[src/rtl/riscv_pkg.sv]
// Shared RV32I core definitions.
// Fetch-stage state encoding and architectural constants.
package riscv_pkg;

  localparam int unsigned XLEN = 32;

  localparam logic [31:0] NOP_INSTR = 32'h0000_0013;

  typedef enum logic [2:0] {
    BOOT,
    REQ,
    WAIT,
    HOLD,
    DRAIN
  } fetch_state_e;

endpackage

[src/rtl/pc_fetch_unit.sv]
// PC register and single-outstanding instruction fetch.
// PC+4 comes from the external adder on pc_inc_i.
module pc_fetch_unit
  import riscv_pkg::*;
#(
  parameter int unsigned XLEN = riscv_pkg::XLEN,
  parameter logic [XLEN-1:0] RESET_VECTOR = '0
) (
  input  logic            clk,
  input  logic            rst_n,
  output logic [XLEN-1:0] pc_o,
  input  logic [XLEN-1:0] pc_inc_i,
  input  logic            redirect_valid_i,
  input  logic [XLEN-1:0] redirect_pc_i,
  input  logic            stall_i,
  output logic            imem_req_o,
  output logic [XLEN-1:0] imem_addr_o,
  input  logic            imem_gnt_i,
  input  logic            imem_rvalid_i,
  input  logic [31:0]     imem_rdata_i,
  output logic            instr_valid_o,
  output logic [31:0]     instr_o,
  output logic [XLEN-1:0] instr_pc_o,
  input  logic            instr_ready_i,
  output logic            misalign_o
);

  fetch_state_e    state_q, state_d;
  logic [XLEN-1:0] pc_q, pc_d;
  logic [XLEN-1:0] ipc_q, ipc_d;
  logic [31:0]     instr_q, instr_d;
  logic            valid_q, valid_d;
  logic            mis_q, mis_d;
  logic [XLEN-1:0] redir_pc;

  assign redir_pc = {redirect_pc_i[XLEN-1:2], 2'b00};

  always_comb begin
    state_d = state_q;
    pc_d    = pc_q;
    ipc_d   = ipc_q;
    instr_d = instr_q;
    valid_d = valid_q;
    mis_d   = 1'b0;
    unique case (state_q)
      BOOT: state_d = REQ;
      REQ: begin
        if (imem_gnt_i) state_d = WAIT;
      end
      WAIT: begin
        if (imem_rvalid_i) begin
          instr_d = imem_rdata_i;
          ipc_d   = pc_q;
          pc_d    = pc_inc_i;
          valid_d = 1'b1;
          state_d = HOLD;
        end
      end
      HOLD: begin
        if (instr_ready_i && !stall_i) begin
          valid_d = 1'b0;
          state_d = REQ;
        end
      end
      DRAIN: begin
        if (imem_rvalid_i) state_d = REQ;
      end
      default: state_d = BOOT;
    endcase
    if (redirect_valid_i) begin
      pc_d    = redir_pc;
      ipc_d   = ipc_q;
      instr_d = instr_q;
      valid_d = 1'b0;
      mis_d   = |redirect_pc_i[1:0];
      // An in-flight grant must drain; data arriving now closes it.
      unique case (state_q)
        REQ:     state_d = imem_gnt_i ? DRAIN : REQ;
        WAIT:    state_d = imem_rvalid_i ? REQ : DRAIN;
        DRAIN:   state_d = imem_rvalid_i ? REQ : DRAIN;
        default: state_d = REQ;
      endcase
    end
  end

  always_ff @(posedge clk or negedge rst_n) begin
    if (!rst_n) begin
      state_q <= BOOT;
      pc_q    <= RESET_VECTOR;
      ipc_q   <= '0;
      instr_q <= NOP_INSTR;
      valid_q <= 1'b0;
      mis_q   <= 1'b0;
    end else begin
      state_q <= state_d;
      pc_q    <= pc_d;
      ipc_q   <= ipc_d;
      instr_q <= instr_d;
      valid_q <= valid_d;
      mis_q   <= mis_d;
    end
  end

  assign pc_o          = pc_q;
  assign imem_addr_o   = pc_q;
  assign imem_req_o    = (state_q == REQ);
  assign instr_valid_o = valid_q;
  assign instr_o       = instr_q;
  assign instr_pc_o    = ipc_q;
  assign misalign_o    = mis_q;

endmodule

[config.mk]
export PLATFORM = sky130hd
export DESIGN_NAME = pc_fetch_unit
export DESIGN_NICKNAME = d
export VERILOG_FILES = /design/src/rtl/riscv_pkg.sv /design/src/rtl/pc_fetch_unit.sv
export SDC_FILE = /design/constraint.sdc
export NUM_CORES = 1
export LEC_CHECK = 0
export CAP_MARGIN = 20
export CORE_ASPECT_RATIO = 0.7
export CORE_MARGIN = 2
export CORE_UTILIZATION = 40
export DETAILED_ROUTE_END_ITERATION = 10
export MAX_ROUTING_LAYER = met4
export PLACE_DENSITY = 0.81
export SLEW_MARGIN = 15
export SYNTH_ARGS = -nofsm -noshare
export SYNTH_HDL_FRONTEND = slang
export SYNTH_SLANG_ARGS = --single-unit
[constraint.sdc]
create_clock -name clk -period 1.98 [get_ports clk]
set_input_delay 0.297 -clock clk [delete_from_list [all_inputs] [get_ports clk]]
set_output_delay 0.297 -clock clk [all_outputs]
set_load 0.005 [all_outputs]
==> results of run 1 <==
==> per-layer routing <==
layer	GRT usage	routed length, µm	vias to the layer above
li1	-	-	1429
met1	0.235	4810	1561
met2	0.306	5620	124
met3	0.0435	799	4
met4	0.0381	42	0
met5	-	0	-
==> through the flow <==
| stage | TNS, ns | std cells |
|---|---|---|
| after global routing | 0 | 665 |
| after detailed placement | -17.36 | 647 |
| after CTS | 0 | 664 |
| final | 0 | 665 |
| after global placement | -14.96 | 647 |
| after floorplan | 0 | 294 |
==> cells in the mapped netlist <==
library cell,count
dfrtp_1,98
mux2_2,97
buf_4,36
mux2_4,20
mux2_1,7
buf_2,4
nor2_1,4
a22o_1,3
buf_12,3
dfstp_2,3
a21oi_1,2
buf_1,2
nand3b_1,2
or3b_2,2
a211oi_1,1
a31o_2,1
and2_1,1
buf_8,1
clkbuf_1,1
inv_1,1
nand2_1,1
nor3_1,1
nor3b_1,1
nor4bb_1,1
o21bai_1,1
==> area by class of cell <==
cell class	count	area, µm²	area share
clock buffers	11	243	0.0338
clock inverters	5	85.1	0.0119
inverters	1	3.75	0.000523
multi-input cells	146	1630	0.227
flip-flops and latches	101	2530	0.353
well taps	153	191	0.0267
repair buffers	248	2490	0.347
==> power breakdown <==
| part | switching [mW] | leakage, nW | total [mW] | internal (mW) |
|---|---|---|---|---|
| clock | 0.732 | 0.156 | 1.88 | 1.15 |
| sequential | 0.460 | 1.27 | 3.29 | 2.83 |
| combinational | 0.884 | 1.62 | 3.21 | 2.32 |
==> worst paths after layout <==
| check | end | slack, ns | from | cells after the start |
|---|---|---|---|---|
| max | instr_o[14] | 0.15 | imem_rvalid_i | 6 |
| min | state_q[1] | 0.41 | redirect_valid_i | 3 |
| max reg2reg | instr_o[14] | 0.20 | state_q[0] | 5 |
| min reg2reg | instr_pc_o[22] | 0.48 | instr_pc_o[22] | 1 |
| max in group asynchronous | instr_o[17] | 0.91 | rst_n | 3 |
| min in group asynchronous | imem_addr_o[9] | 0.43 | rst_n | 2 |
==> flip-flops by register name (all words and copies together), names as in the netlist <==
| signal | cells |
|---|---|
| misalign_o | 1 |
| state_q | 3 |
| instr_pc_o | 32 |
| imem_addr_o | 32 |
| instr_valid_o | 1 |
| instr_o | 32 |
==> cells by family after synthesis <==
logic type,after synthesis,share of synthesized area
AOI/OAI and AO/OA,8,0.0133
muxes,124,0.325
and+or+nand+nor,13,0.0177
DFF,101,0.560
buffers and inverters,48,0.0841
==> critical path: stages <==
cell             delay [ns]
clkdlybuf4s50_1        0.47
nor4bb_1               0.27
buf_4                  0.20
and2_4                 0.22
buf_12                 0.21
mux2_2                 0.37
==> timing repair <==
item	CTS	global route
hold buffers	1	0
setup endpoints to repair	0	31
resized for setup	0	2
hold endpoints to repair	24	0
==> results.sh, run 1 <==
export IMPL_grt_pass1_vias=3276
export IMPL_numClockSinks=101
export IMPL_hp_class="input port to register"
export IMPL_criticalPathCategory="input port to register"
export IMPL_slew_headroom=0.618
export IMPL_antenna_found_initial=0
export IMPL_clock_skew_ns=0.00779
export IMPL_worst_setup_path_end_kind="register"
export IMPL_nNetsFinal=610
export IMPL_coreArea_um2=11000
export IMPL_die_h_um=93.0
export IMPL_gp_congestion=0.734
export IMPL_fin_crit_ns=1.83
export IMPL_drv_cap=0
export IMPL_clock_latency_ns=0.33
export IMPL_areaGrowthSynthToFinish_pct=58.7
export IMPL_drc=0
export IMPL_power_density_nw_per_um2=1170
export IMPL_worst_pin_slew_ns=0.572
export IMPL_layout_commonest_cell="clkdlybuf4s50_1"
export IMPL_status="completed"
export IMPL_die_area_um2=12200
export IMPL_row_count=32
export IMPL_p_leak_nw=3.05
export IMPL_ctsLongestPathBuffers=2
export IMPL_drt_first_pass_iters=4
export IMPL_ys_seq_elements=101
export IMPL_fmax_mhz=546
export IMPL_ctsRootBufferMaster="clkbuf_16"
export IMPL_avgRoutedWirePerCell_um=17.0
export IMPL_synth_top_cells_by_area="dfrtp_1, mux2_2, mux2_4"
export IMPL_drt_initial_drc_count=98
export IMPL_setup_viol=0
export IMPL_postCtsSetupBuffers=0
export IMPL_numCtsBuffers=9
export IMPL_finalMaxSlewViolations=0
export IMPL_yosys_cell_types_count=25
export IMPL_placed_area_um2=6830
export IMPL_dieWidth_um=131
export IMPL_clkSlewWorstSetupHoldPaths_ns=0.06
export IMPL_vias_per_cell=4.69
export IMPL_netlist_area_um2=4520
export IMPL_cts_tree="built"
export IMPL_portBuffers=233
export IMPL_ioPinCount=234
export IMPL_synthCells=294
export IMPL_synth_top_area_frac=0.542
export IMPL_whs_ns=0.406
export IMPL_postLayoutCellArea_um2=7180
export IMPL_fin_crit_sh=0.926
export IMPL_critPathMaxFanout=29
export IMPL_rsz0062_at_grt="false"
export IMPL_ys_seq_area_frac=0.560
export IMPL_worstSetupStartpointType="input port"
export IMPL_syn_num_nets=397
export IMPL_vias=3118
export IMPL_fin_util=0.652
export IMPL_start_util=0.411
export IMPL_critPathArrivalTime_ns=2.04
export IMPL_grt_max_degree=44
export IMPL_drtAntennaViolNets=0
export IMPL_grt_pass1_wl_mm=17.0
export IMPL_drive_gt1_frac=0.307
export IMPL_wl_mm=11.3
export IMPL_vdd_drop_max_mv=0.537
export IMPL_hold_viol=0
export IMPL_synth_top_area_cell="dfrtp_1"
export IMPL_place_ws_ns=-0.319
export IMPL_grt_use_total=0.185
export IMPL_fillers=819
export IMPL_setup_slack_ns=0.147
export IMPL_dp_hpwl_mm=8.37
export IMPL_critPathRequiredTime_ns=2.19
export IMPL_antenna_cells=0
export IMPL_synth_area_per_cell_um2=15.4
export IMPL_grt_overflow_total=0
export IMPL_h_tree_depth=3
export IMPL_p_total_mw=8.38
export IMPL_layout_common_cells="clkdlybuf4s50_1, dfrtp_1, mux2_2, mux2_4, buf_4"
export IMPL_yosysWarnings=0
No activity file was read; power rests on OpenSTA's default activity.
==> run 2: changes to the inputs <==
- PLACE_DENSITY: 0.81 -> default
- PLACE_DENSITY_LB_ADDON: default -> 0.05
==> run 2 against run 1 <==
Core utilization shrank 0.38 points. Combinational power barely moved. Register-to-register slack got worse by 0.02 ns. Critical path type is now register to primary output.
==> results.sh, run 2 (synthesis gave the netlist of run 1 again) <==
export IMPL_status="completed"
export IMPL_finalMaxSlewViolations=0
export IMPL_fmax_mhz=523
export IMPL_drv_cap=0
export IMPL_reg2reg_depth=5
export IMPL_worstSetupStartpointType="register"
export IMPL_grt_overflow_total=0
export IMPL_h_tree_depth=3
export IMPL_fin_crit_ns=1.91
export IMPL_grt_pass1_wl_mm=16.9
export IMPL_row_count=32
export IMPL_antenna_found_initial=0
export IMPL_critPathMaxFanout=7
export IMPL_layoutNonFillerInstCount=663
export IMPL_r2r_start="state_q[0]"
export IMPL_dp_hpwl_mm=8.19
export IMPL_grt_pass1_vias=3227
export IMPL_die_area_um2=12200
export IMPL_drc=0
export IMPL_criticalPathCategory="register to primary output"
export IMPL_drt_initial_drc_count=95
export IMPL_die_h_um=93.0
export IMPL_clock_skew_ns=0.00416
export IMPL_ctsRootBufferMaster="clkbuf_16"
export IMPL_portBuffers=233
export IMPL_r2r_setup_slack_ns=0.18
export IMPL_drtAntennaViolNets=0
export IMPL_drt_first_pass_iters=4
export IMPL_clkSlewWorstSetupHoldPaths_ns=0.07
export IMPL_worst_setup_path_end_kind="primary output"
export IMPL_setup_viol=0
export IMPL_drive_gt1_frac=0.304
export IMPL_layout_commonest_cell="clkdlybuf4s50_1"
export IMPL_worst_pin_slew_ns=0.579
export IMPL_vias_per_cell=4.68
export IMPL_slew_headroom=0.613
export IMPL_p_leak_nw=3.01
export IMPL_p_total_mw=8.09
export IMPL_r2r_end="instr_o[9]"
export IMPL_vias=3101
export IMPL_numClockSinks=101
export IMPL_layout_common_cells="clkdlybuf4s50_1, dfrtp_1, mux2_2, mux2_4, clkbuf_16"
export IMPL_wl_mm=11.1
export IMPL_avgRoutedWirePerCell_um=16.7
export IMPL_antenna_cells=0
export IMPL_critPathArrivalTime_ns=1.62
export IMPL_fillers=838
export IMPL_cts_tree="built"
export IMPL_grt_max_degree=44
export IMPL_rsz0062_at_grt="false"
export IMPL_gp_congestion=0.752
export IMPL_clock_latency_ns=0.34
export IMPL_hold_viol=0
export IMPL_dieWidth_um=131
export IMPL_hp_class="input port to asynchronous set/reset pin"
export IMPL_numCtsBuffers=9
export IMPL_coreArea_um2=11000
export IMPL_start_util=0.411
export IMPL_power_density_nw_per_um2=1130
export IMPL_dp_cells=645
export IMPL_vdd_drop_max_mv=0.541
export IMPL_nNetsFinal=608
export IMPL_ioPinCount=234
export IMPL_areaGrowthSynthToFinish_pct=57.8
export IMPL_ctsLongestPathBuffers=2
export IMPL_tns_ns=0
export IMPL_fin_crit_sh=0.966
export IMPL_grt_use_total=0.189
export IMPL_critPathRequiredTime_ns=1.68
run 2: cell type report:
| type | count | area (µm²) | share of cell area |
|---|---|---|---|
| repair buffers | 246 | 2500 | 0.350 |
| inverters | 1 | 3.75 | 0.000526 |
| well taps | 153 | 191 | 0.0268 |
| multi-input cells | 146 | 1630 | 0.229 |
| clock buffers | 11 | 243 | 0.0340 |
| flip-flops and latches | 101 | 2530 | 0.355 |
| clock inverters | 5 | 36.3 | 0.00508 |
run 2: where the power goes:
group / internal, mW / leakage (nW) / switching, mW / total (mW)
clock network: 0.887 / 0.128 / 0.749 / 1.64
registers: 2.83 / 1.27 / 0.441 / 3.27
logic: 2.33 / 1.61 / 0.858 / 3.19
run 2: how the worst max path moves through the flow:
stage	endpoint	from	cells after the start	slack, ns
floorplan	instr_pc_o[22]	state_q[0]	6	0.30
global placement	imem_addr_o[22]	imem_rvalid_i	5	-0.33
detailed placement	imem_addr_o[13]	imem_rvalid_i	5	-0.42
CTS	imem_req_o	state_q[1]	3	0.05
global route	imem_req_o	state_q[1]	3	0.01
finish	imem_req_o	state_q[1]	3	0.07
run 2: what timing repair did:
item | in CTS | in global routing
gates resized for setup | 1 | 0
hold endpoints to repair | 31 | 0
setup buffers | 0 | 0
endpoints found under the setup margin | 30 | 0
hold buffers | 1 | 0
run 2: metal layers:
metal  vias to the layer above  track usage  share of wire
met2                       139        0.316           0.50
met4                         0       0.0443         0.0060
met3                         8       0.0589          0.091
met1                      1531        0.226           0.40
li1                       1423            -              -
met5                         -            -              0
run 2: per-stage QoR:
step / util / hold slack [ns] / area (µm²) / setup WS, ns
4_1_cts: 0.648 / 0.479 / 7140 / 0.0462
2_1_floorplan: - / 0.00141 / 4520 / 0.302
3_3_place_gp: 0.621 / 0.289 / 6840 / -0.327
3_5_place_dp: 0.621 / 0.293 / 6840 / -0.424
6_report: 0.648 / 0.488 / 7140 / 0.0674
5_1_grt: 0.648 / 0.513 / 7140 / 0.0136
run 2: worst max-delay path: stages (launching register included):
cell	delay [ns]
dfrtp_1	0.38
buf_4	0.16
nor3b_1	0.20
clkdlybuf4s50_1	0.54
